[src/rtl/lcd_status_pkg.sv]
// Shared constants for the LCD status writer: main-FSM state codes, HD44780 commands,
// message geometry and the writer's own sequencing states.
package lcd_status_pkg;

  localparam int unsigned MSG_LEN = 16;

  // State codes as produced by the main control FSM
  localparam logic [3:0] ST_HOLA         = 4'd0;
  localparam logic [3:0] ST_MEASURE      = 4'd1;
  localparam logic [3:0] ST_FAULT_S1     = 4'd2;
  localparam logic [3:0] ST_FAULT_S2     = 4'd3;
  localparam logic [3:0] ST_FAULT_S3     = 4'd4;
  localparam logic [3:0] ST_OPEN_S1      = 4'd5;
  localparam logic [3:0] ST_OPEN_S2      = 4'd6;
  localparam logic [3:0] ST_OPEN_S3      = 4'd7;
  localparam logic [3:0] ST_CLOSE_S1     = 4'd8;
  localparam logic [3:0] ST_CLOSE_S2     = 4'd9;
  localparam logic [3:0] ST_CLOSE_S3     = 4'd10;
  localparam logic [3:0] ST_FAULT_DEF_S1 = 4'd11;
  localparam logic [3:0] ST_FAULT_DEF_S2 = 4'd12;
  localparam logic [3:0] ST_FAULT_DEF_S3 = 4'd13;

  localparam logic [7:0] CMD_FUNC_SET   = 8'h38;
  localparam logic [7:0] CMD_DISP_ON    = 8'h0C;
  localparam logic [7:0] CMD_ENTRY_MODE = 8'h06;
  localparam logic [7:0] CMD_CLEAR      = 8'h01;
  localparam logic [7:0] CMD_LINE1      = 8'h80;
  localparam logic [7:0] CMD_LINE2      = 8'hC0;
  localparam logic [7:0] CHAR_SPACE     = 8'h20;

  typedef enum logic [2:0] {
    S_POWERUP,
    S_INIT,
    S_IDLE,
    S_ADDR1,
    S_LINE1,
    S_ADDR2,
    S_LINE2
  } lcd_state_e;

  function automatic logic [7:0] init_cmd(input logic [1:0] idx);
    logic [7:0] cmd;
    case (idx)
      2'd0:    cmd = CMD_FUNC_SET;
      2'd1:    cmd = CMD_DISP_ON;
      2'd2:    cmd = CMD_ENTRY_MODE;
      default: cmd = CMD_CLEAR;
    endcase
    return cmd;
  endfunction

endpackage

[src/rtl/lcd_msg_rom.sv]
// Line-1 message table: main-FSM state code plus character index to ASCII.
// Every message is left-justified and space-padded to MSG_LEN characters.
module lcd_msg_rom
  import lcd_status_pkg::*;
(
  input  logic [3:0] state_i,
  input  logic [3:0] idx_i,
  output logic [7:0] char_o
);

  logic [MSG_LEN*8-1:0] msg;

  always_comb begin
    msg = {MSG_LEN{CHAR_SPACE}};
    case (state_i)
      ST_HOLA:         msg = {"HOLA", {12{CHAR_SPACE}}};
      ST_MEASURE:      msg = {"MIDIENDO", {8{CHAR_SPACE}}};
      ST_FAULT_S1:     msg = {"FALLA S1", {8{CHAR_SPACE}}};
      ST_FAULT_S2:     msg = {"FALLA S2", {8{CHAR_SPACE}}};
      ST_FAULT_S3:     msg = {"FALLA S3", {8{CHAR_SPACE}}};
      ST_OPEN_S1:      msg = {"ABRIENDO S1", {5{CHAR_SPACE}}};
      ST_OPEN_S2:      msg = {"ABRIENDO S2", {5{CHAR_SPACE}}};
      ST_OPEN_S3:      msg = {"ABRIENDO S3", {5{CHAR_SPACE}}};
      ST_CLOSE_S1:     msg = {"CERRANDO S1", {5{CHAR_SPACE}}};
      ST_CLOSE_S2:     msg = {"CERRANDO S2", {5{CHAR_SPACE}}};
      ST_CLOSE_S3:     msg = {"CERRANDO S3", {5{CHAR_SPACE}}};
      ST_FAULT_DEF_S1: msg = {"FALLA DEF S1", {4{CHAR_SPACE}}};
      ST_FAULT_DEF_S2: msg = {"FALLA DEF S2", {4{CHAR_SPACE}}};
      ST_FAULT_DEF_S3: msg = {"FALLA DEF S3", {4{CHAR_SPACE}}};
      default:         msg = {"ESTADO ??", {7{CHAR_SPACE}}};
    endcase
  end

  // Character 0 sits in the top byte; ~idx_i is 15 - idx_i
  assign char_o = msg[{~idx_i, 3'b000} +: 8];

endmodule

[src/rtl/lcd_status_writer.sv]
// HD44780 status display writer: power-up wait, init, then two-line refresh on input change.
// Define LCD_VALUE_FIELD_EN to show value_in as "VAL=0xHH" on line 2.
module lcd_status_writer
  import lcd_status_pkg::*;
#(
  parameter int unsigned TICK_CYCLES   = 50000,
  parameter int unsigned POWERUP_TICKS = 20
) (
  input  logic       clk,
  input  logic       rst,
  input  logic [3:0] state_in,
  input  logic [7:0] value_in,
  output logic       lcd_rs,
  output logic       lcd_rw,
  output logic       lcd_e,
  output logic [7:0] lcd_data,
  output logic       busy
);

  localparam int unsigned CntW = (TICK_CYCLES > 1) ? $clog2(TICK_CYCLES) : 1;
  localparam logic [CntW-1:0] CntLast = CntW'(TICK_CYCLES - 1);
  localparam int unsigned PwrW = (POWERUP_TICKS > 1) ? $clog2(POWERUP_TICKS) : 1;
  localparam logic [PwrW-1:0] PwrLast = PwrW'(POWERUP_TICKS - 1);
  localparam logic [3:0] InitCmds = 4'd4;
  localparam logic [3:0] InitLast = 4'd5;
  localparam logic [3:0] CharLast = 4'(MSG_LEN - 1);

  lcd_state_e      state_q, state_d;
  logic [CntW-1:0] cnt_q, cnt_d;
  logic [PwrW-1:0] pwr_q, pwr_d;
  logic [3:0]      idx_q, idx_d;
  logic            phase_q, phase_d;
  logic            e_q, e_d;
  logic            rs_q, rs_d;
  logic [7:0]      data_q, data_d;
  logic [3:0]      shown_state_q, shown_state_d;

  logic       tick;
  logic       sample_inputs;
  logic       refresh_req;
  logic [7:0] rom_char;
  logic [7:0] line2_char;
  logic [7:0] wr_byte;
  logic       wr_rs;

  function automatic logic [7:0] hex_ascii(input logic [3:0] nib);
    return (nib < 4'd10) ? (8'h30 + {4'h0, nib}) : (8'h37 + {4'h0, nib});
  endfunction

  assign tick  = (cnt_q == CntLast);
  assign cnt_d = tick ? '0 : cnt_q + 1'b1;

  assign shown_state_d = sample_inputs ? state_in : shown_state_q;

`ifdef LCD_VALUE_FIELD_EN
  logic [7:0] shown_value_q, shown_value_d;

  assign shown_value_d = sample_inputs ? value_in : shown_value_q;
  assign refresh_req   = (state_in != shown_state_q) || (value_in != shown_value_q);

  always_comb begin
    line2_char = CHAR_SPACE;
    case (idx_q)
      4'd0:    line2_char = 8'h56;  // V
      4'd1:    line2_char = 8'h41;  // A
      4'd2:    line2_char = 8'h4C;  // L
      4'd3:    line2_char = 8'h3D;  // =
      4'd4:    line2_char = 8'h30;  // 0
      4'd5:    line2_char = 8'h78;  // x
      4'd6:    line2_char = hex_ascii(shown_value_q[7:4]);
      4'd7:    line2_char = hex_ascii(shown_value_q[3:0]);
      default: line2_char = CHAR_SPACE;
    endcase
  end

  always_ff @(posedge clk) begin
    if (rst) shown_value_q <= 8'h00;
    else     shown_value_q <= shown_value_d;
  end
`else
  logic unused_value;

  assign unused_value = ^{value_in, hex_ascii(4'h0)};
  assign refresh_req  = (state_in != shown_state_q);
  assign line2_char   = CHAR_SPACE;
`endif

  lcd_msg_rom u_msg_rom (
    .state_i (shown_state_q),
    .idx_i   (idx_q),
    .char_o  (rom_char)
  );

  always_comb begin
    wr_byte = 8'h00;
    wr_rs   = 1'b0;
    case (state_q)
      S_INIT:  wr_byte = init_cmd(idx_q[1:0]);
      S_ADDR1: wr_byte = CMD_LINE1;
      S_LINE1: begin
        wr_byte = rom_char;
        wr_rs   = 1'b1;
      end
      S_ADDR2: wr_byte = CMD_LINE2;
      S_LINE2: begin
        wr_byte = line2_char;
        wr_rs   = 1'b1;
      end
      default: ;
    endcase
  end

  // Each byte spans two ticks: phase 0 raises E with data, phase 1 drops E and advances.
  always_comb begin
    state_d       = state_q;
    pwr_d         = pwr_q;
    idx_d         = idx_q;
    phase_d       = phase_q;
    e_d           = e_q;
    rs_d          = rs_q;
    data_d        = data_q;
    sample_inputs = 1'b0;
    if (tick) begin
      case (state_q)
        S_POWERUP: begin
          if (pwr_q == PwrLast) state_d = S_INIT;
          else                  pwr_d   = pwr_q + 1'b1;
        end
        S_IDLE: begin
          if (refresh_req) begin
            sample_inputs = 1'b1;
            state_d       = S_ADDR1;
          end
        end
        default: begin
          if ((state_q == S_INIT) && (idx_q >= InitCmds)) begin
            // Idle ticks after the clear command
            if (idx_q == InitLast) begin
              idx_d         = '0;
              sample_inputs = 1'b1;
              state_d       = S_ADDR1;
            end else begin
              idx_d = idx_q + 4'd1;
            end
          end else if (!phase_q) begin
            phase_d = 1'b1;
            e_d     = 1'b1;
            rs_d    = wr_rs;
            data_d  = wr_byte;
          end else begin
            phase_d = 1'b0;
            e_d     = 1'b0;
            idx_d   = idx_q + 4'd1;
            case (state_q)
              S_ADDR1: begin
                state_d = S_LINE1;
                idx_d   = '0;
              end
              S_LINE1: begin
                if (idx_q == CharLast) begin
                  state_d = S_ADDR2;
                  idx_d   = '0;
                end
              end
              S_ADDR2: begin
                state_d = S_LINE2;
                idx_d   = '0;
              end
              S_LINE2: begin
                if (idx_q == CharLast) begin
                  state_d = S_IDLE;
                  idx_d   = '0;
                end
              end
              default: ;
            endcase
          end
        end
      endcase
    end
  end

  always_ff @(posedge clk) begin
    if (rst) begin
      state_q       <= S_POWERUP;
      cnt_q         <= '0;
      pwr_q         <= '0;
      idx_q         <= '0;
      phase_q       <= 1'b0;
      e_q           <= 1'b0;
      rs_q          <= 1'b0;
      data_q        <= 8'h00;
      shown_state_q <= 4'h0;
    end else begin
      state_q       <= state_d;
      cnt_q         <= cnt_d;
      pwr_q         <= pwr_d;
      idx_q         <= idx_d;
      phase_q       <= phase_d;
      e_q           <= e_d;
      rs_q          <= rs_d;
      data_q        <= data_d;
      shown_state_q <= shown_state_d;
    end
  end

  assign lcd_rs   = rs_q;
  assign lcd_rw   = 1'b0;
  assign lcd_e    = e_q;
  assign lcd_data = data_q;
  assign busy     = (state_q != S_IDLE);

endmodule

[config.mk]
export PLATFORM = sky130hd
export DESIGN_NAME = lcd_status_writer
export DESIGN_NICKNAME = d
export VERILOG_FILES = /design/src/rtl/lcd_status_pkg.sv /design/src/rtl/lcd_msg_rom.sv /design/src/rtl/lcd_status_writer.sv
export SDC_FILE = /design/constraint.sdc
export NUM_CORES = 1
export LEC_CHECK = 0
export ABC_CLOCK_PERIOD_IN_PS = 3850
export CELL_PAD_IN_SITES_DETAIL_PLACEMENT = 1
export CELL_PAD_IN_SITES_GLOBAL_PLACEMENT = 2
export CORE_MARGIN = 2
export CORE_UTILIZATION = 36
export DETAILED_ROUTE_END_ITERATION = 12
export GPL_ROUTABILITY_DRIVEN = 1
export PLACE_DENSITY = 0.81
export REMOVE_ABC_BUFFERS = 1
export SYNTH_ARGS = -nofsm -noshare
export SYNTH_HDL_FRONTEND = slang
export SYNTH_SLANG_ARGS = --single-unit
[constraint.sdc]
create_clock -name clk -period 3.85 [get_ports clk]
set_clock_uncertainty 0.2 [all_clocks]
set_input_delay 0.5775 -clock clk [delete_from_list [all_inputs] [get_ports clk]]
set_output_delay 0.5775 -clock clk [all_outputs]
set_load 0.005 [all_outputs]
==> results of run 1 <==
==> worst max-delay path, cell delays in order, from the launching register on <==
cell      delay, ns
dfxtp_1        0.35
or4_1          0.55
or4_4          0.60
a21oi_4        0.24
mux2i_1        0.30
clkinv_1       0.32
buf_4          0.28
o21ai_0        0.19
o211ai_1       0.19
==> sequential cells by signal, indices dropped and copies added, names as in the netlist <==
signal         flops
idx_q              4
shown_state_q      4
cnt_q             16
pwr_q              5
state_q            3
u_msg_rom.msg     36
lcd_data           8
lcd_e              1
lcd_rs             1
==> power by group through the flow <==
stage,clock network [mW],registers [mW],logic [mW]
floorplan,0,0.830,0.00975
global placement,0,0.830,0.0243
detailed placement,0,0.830,0.0245
CTS,0.695,0.811,0.0247
global route,0.724,0.812,0.0271
finish,0.676,0.811,0.0242
==> how the worst max path moves through the flow <==
stage               cells past startpoint                  to  slack, ns        start
finish                                  8  u_msg_rom.msg[122]       0.50    cnt_q[11]
global route                            8  u_msg_rom.msg[106]       0.33    cnt_q[11]
CTS                                     8  u_msg_rom.msg[122]       0.51    cnt_q[11]
detailed placement                      9  u_msg_rom.msg[122]       0.34  state_in[0]
global placement                        9  u_msg_rom.msg[122]       0.32  state_in[0]
floorplan                               8   u_msg_rom.msg[74]       0.17   state_q[0]
==> placed cells by master, fill, tap and decap left out, types with 6 or more instances in the layout <==
master,count
a211oi_1,6
xor2_1,18
nor2b_1,10
dfxtp_1,78
clkbuf_8,11
buf_4,12
nand2b_1,7
mux4_2,9
nand3_1,11
nor2_1,62
nand2_1,37
o21ai_0,24
a21oi_1,31
clkdlybuf4s50_1,16
mux2i_1,11
inv_1,13
ha_1,11
==> layout make-up <==
class / count / area share, %
clock buffers: 11 / 3.50
clock inverters: 5 / 1.48
inverters: 16 / 1.42
multi-input cells: 311 / 47.7
flip-flops and latches: 78 / 36.1
well taps: 136 / 3.94
repair buffers: 28 / 5.79
==> per-stage QoR <==
stage | instance area, µm² | instances
2_1_floorplan | 3680 | 405
6_report | 4320 | 585
3_5_place_dp | 4110 | 569
5_1_grt | 4320 | 585
4_1_cts | 4320 | 585
3_3_place_gp | 4110 | 569
==> logic make-up (layout without fill, tap and decap cells) <==
family                   after synthesis  count (layout)  synth area share, %
adder cells (fa/ha/maj)               11              11                 3.63
AO/OA/AOI/OAI                         90              90                 15.1
flip-flops                            78              78                 41.2
buffers and inverters                 40              60                 4.33
XOR/XNOR                              22              22                 5.09
multiplexers                          22              22                 8.92
other                                  1               1               0.0990
AND/OR/NAND/NOR                      165             165                 21.6
==> cells in the mapped netlist, drive strengths merged (6+ instances only) <==
cell,instances
buf,9
mux4,9
dfxtp,78
nor2,62
nand3,11
nand2b,7
nand2,38
o21ai,25
a211oi,6
nor2b,10
inv,13
clkbuf,15
mux2i,12
a21oi,32
xor2,18
ha,11
==> per-layer routing <==
layer  vias to the layer above  wire [µm]  global-route usage [%]
li1                       1523          -                       -
met1                      1480       4590                    23.6
met2                        38       4280                    27.4
met3                        12        183                    3.22
met4                         0        166                    6.40
met5                         -          0                       0
==> impl_metrics.json, run 1 <==
{
  "synthToLayoutAreaGrowth_pct": 14.1,
  "worstSetupEndpointType": "register",
  "drt-initial-drc-count": 85,
  "crit-reg2reg-launch": "cnt_q[11]",
  "initial_utilization_pct": 36.9,
  "ir_worst_vdd_mv": 0.171,
  "hpwl_mm": 6.62,
  "critical_path_class": "reg -> reg",
  "cap_viol_max_count": 0,
  "cp.arrival_ns": 3.37,
  "grt_pass1_vias": 3103,
  "io_pins": 26,
  "power.internal_mw": 1.16,
  "synth.yosys.seq_area_share_pct": 41.2,
  "drt_wl_total_mm": 9.22,
  "layout.nets": 469,
  "r2r-end": "u_msg_rom.msg[122]",
  "portBuffers": 16,
  "coreArea_um2": 10300,
  "grt_max_degree": 26,
  "cts_hold_buf": 0,
  "fmax_mhz": 298,
  "power.switching_mw": 0.350,
  "setup_tns_ns": 0,
  "finalCritPeriodShare_pct": 87.1,
  "finalPower_mw": 1.51,
  "ys_top_cells_by_area": "dfxtp_1 41%, nor2_1 6.1%, mux4_2 5.4%, xor2_1 4.2%, a21oi_1 4.1%",
  "die_w_um": 107,
  "status": "finished clean",
  "vias": 3053,
  "rr_worst_depth": 8,
  "whs_ns": 0.261,
  "netlist_instances": 429,
  "synth_top_flop_cell": "dfxtp_1",
  "drc": 0,
  "seqCellArea_um2": 1560,
  "die_h_um": 107,
  "fin_util_pct": 42.0,
  "drtPass1Iterations": 4,
  "slew_viol_final": 0,
  "slew-limit-headroom_pct": 49.1,
  "powerDensity_nw_per_um2": 350,
  "yosysTopAreaCell": "dfxtp_1",
  "leakagePower_nw": 1.58,
  "synthesis.area_um2": 3790,
  "tightest_slew_ns": 0.762,
  "hold_viol_final": 0,
  "ant_nets": 0,
  "nFillCells": 1218,
  "synth_seq_cells": 78,
  "cts-root-buf": "clkbuf_8",
  "worst_slack_ns": 0.497,
  "yosys_warnings": 0,
  "clkPwrFrac_pct": 44.7,
  "required_ns": 3.87,
  "hp-class": "reg -> reg",
  "grtUsageTotal_pct": 17.3,
  "r2r_setup_slack_ns": 0.50,
  "hold_end": "lcd_rs",
  "insertedDiodeCount": 0,
  "synth_edf_count": 0,
  "period_needed_ns": 3.35,
  "post_cts_buffers": 0,
  "place_ws_ns": 0.341,
  "multiInputGateArea_um2": 2060,
  "grt_antenna_before_repair": 0,
  "rsz0062_at_grt": "false",
  "grt_pass1_wl_mm": 15.5,
  "insertion_delay_ns": 0.36,
  "yosysTopAreaCellShare_pct": 41.2,
  "combPwrFrac_pct": 1.6,
  "p_seq_share_pct": 53.7,
  "max-clock-path-buffers": 2,
  "avgSynthCellArea_um2": 8.83,
  "cts_tree": "done",
  "setup_violations": 0,
  "start_kind": "register",
  "drive_gt1_share_pct": 11.1,
  "grt_overflow": 0,
  "cts_resized": 0,
  "vias_per_cell": 5.22,
  "whs_path_depth": 2,
  "wl_per_cell_um": 15.8,
  "numCtsBuffers": 9,
  "die_area_um2": 11400,
  "cts.sinks": 78,
  "swShare_pct": 23.2,
  "place.gp.congestion": 0.770,
  "fp-row-count": 37,
  "path_max_fanout": 10,
  "synth_cell_types": 64,
  "async_reset_ff_share_pct": 0,
  "min_from": "lcd_rs",
  "htree_levels": 3,
  "path_clk_slew_ns": 0.09
}
Note: power is estimated with default switching activity, not from simulation.
==> inputs of run 2 (changes only) <==
--- a/config.mk
+++ b/config.mk
@@ -12,7 +12,7 @@
 export CORE_UTILIZATION = 36
 export DETAILED_ROUTE_END_ITERATION = 12
 export GPL_ROUTABILITY_DRIVEN = 1
-export PLACE_DENSITY = 0.81
+export PLACE_DENSITY_LB_ADDON = 0.12
 export REMOVE_ABC_BUFFERS = 1
 export SYNTH_ARGS = -nofsm -noshare
 export SYNTH_HDL_FRONTEND = slang
==> impl_metrics.json, run 2 (synthesis gave the netlist of run 1 again) <==
{
  "leakagePower_nw": 1.59,
  "drc": 0,
  "worst_slack_ns": 0.595,
  "grtUsageTotal_pct": 18.5,
  "start_kind": "register",
  "finalPower_mw": 1.52,
  "coreArea_um2": 10300,
  "stdcell_count": 586,
  "slew_viol_final": 0,
  "powerDensity_nw_per_um2": 352,
  "synthToLayoutAreaGrowth_pct": 14.3,
  "required_ns": 3.94,
  "setup_violations": 0,
  "crit-reg2reg-launch": "cnt_q[11]",
  "dr_wl_met2_mm": 4.20,
  "critPathLaunch": "cnt_q[11]",
  "drive_gt1_share_pct": 10.9,
  "path_clk_slew_ns": 0.08,
  "fmax_mhz": 307,
  "max-clock-path-buffers": 2,
  "wl_per_cell_um": 15.9,
  "dp_cells": 570,
  "r2r-end": "u_msg_rom.msg[65]",
  "vias": 3031,
  "layout.nets": 470,
  "hp-class": "reg -> reg",
  "ir_worst_vdd_mv": 0.158,
  "r2r_setup_slack_ns": 0.59,
  "path_max_fanout": 9,
  "postPlaceCellArea_um2": 4110,
  "drt-met1-wl_mm": 4.75,
  "fin_util_pct": 42.1,
  "fp-row-count": 37,
  "grt_antenna_before_repair": 0,
  "status": "finished clean",
  "routed.top_layer": "met4",
  "place_ws_ns": 0.384,
  "largest_reg_flops": 36,
  "drtPass1Iterations": 4,
  "numCtsBuffers": 9,
  "tightest_slew_ns": 0.780,
  "final_cell_mix": "78 x dfxtp_1, 62 x nor2_1, 37 x nand2_1, 31 x a21oi_1, 24 x o21ai_0",
  "met3WireLength_um": 163,
  "cp.arrival_ns": 3.35,
  "seqCellArea_um2": 1560,
  "final_cell_area_um2": 4330,
  "finalCritPeriodShare_pct": 84.6,
  "setup_tns_ns": 0,
  "cap_viol_max_count": 0,
  "htree_levels": 3,
  "grt_pass1_vias": 3079,
  "cts_tree": "done",
  "hpwl_mm": 6.84,
  "grt_max_degree": 26,
  "cts_hold_buf": 0,
  "rr_worst_depth": 9,
  "grt_overflow": 0,
  "grt_pass1_wl_mm": 16.2,
  "initial_utilization_pct": 36.9,
  "vias_per_cell": 5.17,
  "multiInputGateArea_um2": 2060,
  "place.gp.congestion": 0.752,
  "drt_wl_total_mm": 9.31,
  "critical_path.endpoint": "u_msg_rom.msg[65]",
  "cts-root-buf": "clkbuf_8",
  "rsz0062_at_grt": "false",
  "period_needed_ns": 3.26,
  "critical_path_class": "reg -> reg",
  "io_pins": 26,
  "cts.sinks": 78,
  "slew-limit-headroom_pct": 47.9,
  "ant_nets": 0,
  "whs_ns": 0.269,
  "nFillCells": 1228,
  "die_h_um": 107,
  "worstSetupEndpointType": "register",
  "insertedDiodeCount": 0,
  "insertion_delay_ns": 0.37,
  "die_w_um": 107,
  "post_cts_buffers": 0,
  "drt-initial-drc-count": 114,
  "die_area_um2": 11400,
  "final_common_cell": "dfxtp_1",
  "cts_resized": 0,
  "hold_viol_final": 0,
  "portBuffers": 16
}
==> run 2: worst min path at each step <==
stage	from	to	slack (ns)	cells past startpoint
finish	lcd_rs	lcd_rs	0.27	2
global route	lcd_rs	lcd_rs	0.30	2
CTS	lcd_rs	lcd_rs	0.28	2
detailed placement	lcd_rs	lcd_rs	0.26	2
global placement	lcd_rs	lcd_rs	0.24	2
floorplan	cnt_q[0]	cnt_q[0]	0.24	1
==> run 2: layout make-up <==
type	instances	share of cell area, %
Timing Repair Buffer	29	5.96
Tap cell	136	3.93
Inverter	16	1.42
Clock buffer	12	3.35
Sequential cell	78	36.1
Clock inverter	4	1.62
Multi-Input combinational cell	311	47.6
==> run 2: critical path, cell delays in order (launching register included) <==
cell	delay (ns)
dfxtp_1	0.34
or4_1	0.54
or4_4	0.60
a21oi_4	0.23
mux2i_1	0.21
buf_4	0.19
inv_1	0.10
ha_1	0.26
o211ai_1	0.31
a21boi_0	0.20
==> run 2: routing by layer <==
layer	vias up	global-route usage, %
li1	1525	-
met3	14	2.92
met4	0	8.35
met5	-	0
met2	25	27.9
met1	1467	26.0
==> run 2: where the power goes <==
part	internal (mW)	switching, mW
Sequential	0.808	0.00269
Clock	0.381	0.305
Combinational	0.00997	0.0143
Total	1.20	0.322
==> inputs of run 3 (changes only) <==
--- a/config.mk
+++ b/config.mk
@@ -5,7 +5,7 @@
 export SDC_FILE = /design/constraint.sdc
 export NUM_CORES = 1
 export LEC_CHECK = 0
-export ABC_CLOCK_PERIOD_IN_PS = 3850
+export ABC_CLOCK_PERIOD_IN_PS = 3000
 export CELL_PAD_IN_SITES_DETAIL_PLACEMENT = 1
 export CELL_PAD_IN_SITES_GLOBAL_PLACEMENT = 2
 export CORE_MARGIN = 2
==> constraint.sdc (replaced) <==
create_clock -name clk -period 3 [get_ports clk]
set_clock_uncertainty 0.2 [all_clocks]
set_input_delay 0.45 -clock clk [delete_from_list [all_inputs] [get_ports clk]]
set_output_delay 0.45 -clock clk [all_outputs]
set_load 0.005 [all_outputs]
==> impl_metrics.json, run 3 (synthesis gave the netlist of run 1 again) <==
{
  "slew-limit-headroom_pct": 60.0,
  "drive_gt1_share_pct": 28.2,
  "crit_top_cell": "or4_4",
  "grt_pass1_wl_mm": 16.7,
  "initial_utilization_pct": 36.9,
  "setup_tns_ns": -0.288,
  "setup_violations": 9,
  "cap_viol_max_count": 0,
  "ir_worst_vdd_mv": 0.231,
  "coreArea_um2": 10300,
  "hpwl_mm": 7.31,
  "worstSetupEndpointType": "register",
  "hp-class": "reg -> reg",
  "io_pins": 26,
  "vias": 3253,
  "path_max_fanout": 5,
  "place.gp.congestion": 0.759,
  "insertion_delay_ns": 0.35,
  "path_delay_family": "simple AND/OR/NAND/NOR gates",
  "die_h_um": 107,
  "grtUsageTotal_pct": 18.7,
  "wl_per_cell_um": 16.1,
  "final_cell_mix": "75 x dfxtp_1, 59 x buf_4, 58 x nor2_1, 30 x nand2_1, 26 x a21oi_1",
  "status": "complete, but fails checks",
  "insertedDiodeCount": 0,
  "slew_viol_final": 0,
  "synthToLayoutAreaGrowth_pct": 31.5,
  "drc": 0,
  "worst_slack_ns": -0.0745,
  "required_ns": 3.04,
  "hold_viol_final": 0,
  "ant_nets": 0,
  "period_needed_ns": 3.07,
  "path_clk_slew_ns": 0.09,
  "grt_pass1_vias": 3307,
  "cts_hold_buf": 0,
  "cpMaxStageDelayCell": "or4_4",
  "start_kind": "register",
  "grt_antenna_before_repair": 0,
  "portBuffers": 16,
  "cts-root-buf": "clkbuf_8",
  "final_common_cell": "dfxtp_1",
  "cts_tree": "done",
  "cp.arrival_ns": 3.11,
  "drt-initial-drc-count": 90,
  "violations": "setup timing",
  "layout.nets": 524,
  "cts.sinks": 78,
  "critPathMaxStageDelay_ns": 0.56,
  "powerDensity_nw_per_um2": 414,
  "htree_levels": 3,
  "largest_reg_flops": 36,
  "leakagePower_nw": 1.91,
  "numCtsBuffers": 9,
  "die_w_um": 107,
  "whs_ns": 0.259,
  "crit_chain": "or4_4 -> or4_4 -> a21oi_4 -> mux2i_2 -> buf_4 -> ha_4 -> or3_1",
  "path_buf_inv": 1,
  "drtPass1Iterations": 4,
  "vias_per_cell": 5.08,
  "fmax_mhz": 325,
  "tightest_slew_ns": 0.600,
  "grt_max_degree": 26,
  "drt_wl_total_mm": 10.3,
  "critical_path_class": "reg -> reg",
  "rsz0062_at_grt": "true",
  "fp-row-count": 37,
  "finalCritPeriodShare_pct": 102,
  "die_area_um2": 11400,
  "max-clock-path-buffers": 2,
  "grt_overflow": 0
}
[run 3: cell types whose count changed in the layout (fill, tap and decap cells not counted), sizes merged]
cell      previous run  this run
bufinv               2         3
inv                 13        15
clkbuf              12        11
buf                 13        67
clkinvlp             0         1
clkinv               5         2
[run 3: power breakdown]
group / internal, mW / switching [mW] / leakage (nW) / total (mW)
logic: 0.0173 / 0.0214 / 1.16 / 0.0387
registers: 1.04 / 0.00222 / 0.631 / 1.04
clock network: 0.578 / 0.406 / 0.120 / 0.984
[run 3: worst paths after layout]
check	startpoint	slack, ns	to	cells past startpoint
worst max-delay path	cnt_q[10]	-0.07	u_msg_rom.msg[64]	7
worst min-delay path	lcd_rs	0.26	lcd_rs	2
worst max register to register	cnt_q[10]	-0.07	u_msg_rom.msg[64]	7
worst min register to register	lcd_rs	0.26	lcd_rs	2
[run 3: metal layers]
layer  track usage, %  vias up  wire length (µm)
met5                0        -                 0
met4             5.38        0                98
met3             2.92        8               199
met2             29.9       37              4900
met1             26.1     1574              5110
li1                 -     1634                 -
[run 3: per-stage QoR]
step / utilization (%) / cells / power [mW] / setup slack [ns] / cell area [µm²]
floorplan: - / 405 / 1.08 / -0.680 / 3680
global placement: 42.9 / 610 / 1.10 / -0.181 / 4410
detailed placement: 42.9 / 610 / 1.10 / -0.216 / 4410
CTS: 46.0 / 631 / 2.09 / 0.00176 / 4730
global route: 48.5 / 640 / 2.14 / -0.154 / 4980
finish: 48.5 / 640 / 2.06 / -0.0745 / 4980
[run 3: tightest hold or removal path, cell delays in order, from the launching register on]
cell and delay, ns:
dfxtp_1 0.31, nand2_1 0.05, a21oi_1 0.05
[run 3: timing repair]
item,in CTS,in global routing
pin swaps,2,16
setup buffers,5,10
gates resized for setup,10,54
endpoints found under the setup margin,20,31
[run 3: area by class of cell]
type,count,area (µm²)
multi-input cells,311,2240
repair buffers,83,693
fillers,1226,5300
clock inverters,5,106
clock buffers,11,141
well taps,136,170
flip-flops and latches,78,1570
inverters,16,61.3
==> patch: new RTL, settings of run 2 <==
The option `LCD_VALUE_FIELD_EN` is turned on by a define.
--- a/src/rtl/lcd_status_writer.sv
+++ b/src/rtl/lcd_status_writer.sv
@@ -1,4 +1,6 @@
 // HD44780 status display writer: power-up wait, init, then two-line refresh on input change.
 // Define LCD_VALUE_FIELD_EN to show value_in as "VAL=0xHH" on line 2.
+`define LCD_VALUE_FIELD_EN
+
 module lcd_status_writer
   import lcd_status_pkg::*;
Behaviour: no difference found for any inputs over 10 cycles, from zero or initial values and one cycle with rst high; that may be too few to reach the edited logic, so the function may still have changed.
==> patch against run 2 <==
Critical path depth shrank 1; global-route usage grew 1.5 points; sequential cell count grew 8; routed wire length grew 44%; total power grew 30%; area after synthesis grew 25%; cell area grew 27%; worst setup slack lost 0.27 ns.
==> patch: results (changes against run 2) <==
| Metric | Value |
|---|---|
| Status | `completed` |
| Inverters | `20 (+4)` |
| Multi-input gate area | `2769 µm² (+34%)` |
| Overall routing resource usage | `20.00% (+1.5 points)` |
| Largest cells by area after synthesis | `dfxtp_1, nor2_1, mux4_2` |
| DRT iter0 DRCs | `178 (+56%)` |
| CP max stage delay | `0.71 ns (+0.11 ns)` |
| Nets | `607 (+29%)` |
| WL/cell | `17.68 µm (+11%)` |
| Pre-CTS setup slack | `-0.02926 ns (-0.4136 ns)` |
| Comb_multi_in | `423 (+36%)` |
| LEAKAGE | `1.963 nW (+23%)` |
| Vias | `4097 (+35%)` |
| Largest net degree at the start of global routing | `34 (+31%)` |
| Slew margin rel. | `43.65% (-4.3 points)` |
| CTS Root Cell | `clkbuf_16` |
| Buffering overhead | `6.857% (+0.90 points)` |
| Register-to-Register Path Depth | `8 (-1)` |
| R2R Path Start | `idx_q[1]` |
| Arrival time at the worst endpoint | `3.57 ns (+0.22 ns)` |
| Worst reg2reg setup slack | `0.33 ns (-0.27 ns)` |
| Cell Area, Placed | `5159 µm² (+25%)` |
| Power per cell area | `359.6 nW/µm² (+2.3%)` |
| Post-synthesis mux area share | `9.691% (+0.77 points)` |
| Share of cells above drive strength 1 | `10.03% (-0.85 points)` |
| Cell area after layout | `5510 µm² (+27%)` |
| Seq/total area | `31.24% (-4.8 points)` |
| Layout fillers | `1565 (+27%)` |
| XOR/XNOR Fraction of Synth Area | `6.654% (+1.6 points)` |
| Top post-synthesis cells by count | `dfxtp_1, nor2_1, nand2_1` |
| Power share of the clock group | `52.0% (+6.9 points)` |
| Clkbuf count | `9 (-3)` |
| DR vias/cell | `5.391 (+4.2%)` |
| Non-clock buffer total of the final layout | `43 (+48%)` |
| Hold Path End | `lcd_data[6]` |
| Hpwl dp | `10020 µm (+47%)` |
| Sequential cell count | `86 (+10%)` |
| Max FO, Critical Path | `19 (+10)` |
## patch: cell count changes in the layout (fill, tap and decap cells not counted), moves of 6 or more
cell             before  now
nand2_1              37   47
a21oi_1              31   37
nor2_1               62   73
clkdlybuf4s50_1      16   23
and2_1                1    7
a31oi_1               1   10
clkbuf_8             10    0
nand3_1              11   18
clkbuf_16             0    9
xnor2_1               4   22
dfxtp_1              78   86
nor3_1                4   17
buf_4                13   19
mux2i_1              11   20
## patch: cells by family (layout without fill, tap and decap cells)
kind of cell,after synthesis,after routing
simple gates,228,228
compound gates,114,114
flops,86,86
buf+inv,61,79
xor+xnor,36,36
mux,34,34
fa+ha+maj,10,10
other cells,1,1
## patch: worst max-delay path, delay by kind of cell (launching register included)
family	cells	cell delay [ns]
AOI/OAI and AO/OA	2	1.09
muxes	1	0.69
and+or+nand+nor	3	0.55
adders and majority gates	1	0.41
DFF	1	0.32
buffers and inverters	1	0.15
## patch: routing by layer
layer	GRT usage, %	up-vias	part of all wire (%)	wire length, µm
met4	7.887	0	2.7	365
met5	0	-	0	0
met3	4.054	22	2.9	384
li1	-	2029	-	-
met1	26.21	1992	48	6503
met2	32.18	54	46	6179
## patch: worst max-delay path by stage
stage,from,slack (ns),cells past startpoint,end
after CTS,idx_q[1],0.25,8,u_msg_rom.msg[65]
after detailed placement,state_in[3],-0.03,8,u_msg_rom.msg[65]
after floorplan,idx_q[2],0.02,8,u_msg_rom.msg[68]
final,idx_q[1],0.33,8,u_msg_rom.msg[65]
after global routing,idx_q[1],0.01,8,u_msg_rom.msg[65]
after global placement,state_in[3],0.06,9,u_msg_rom.msg[40]
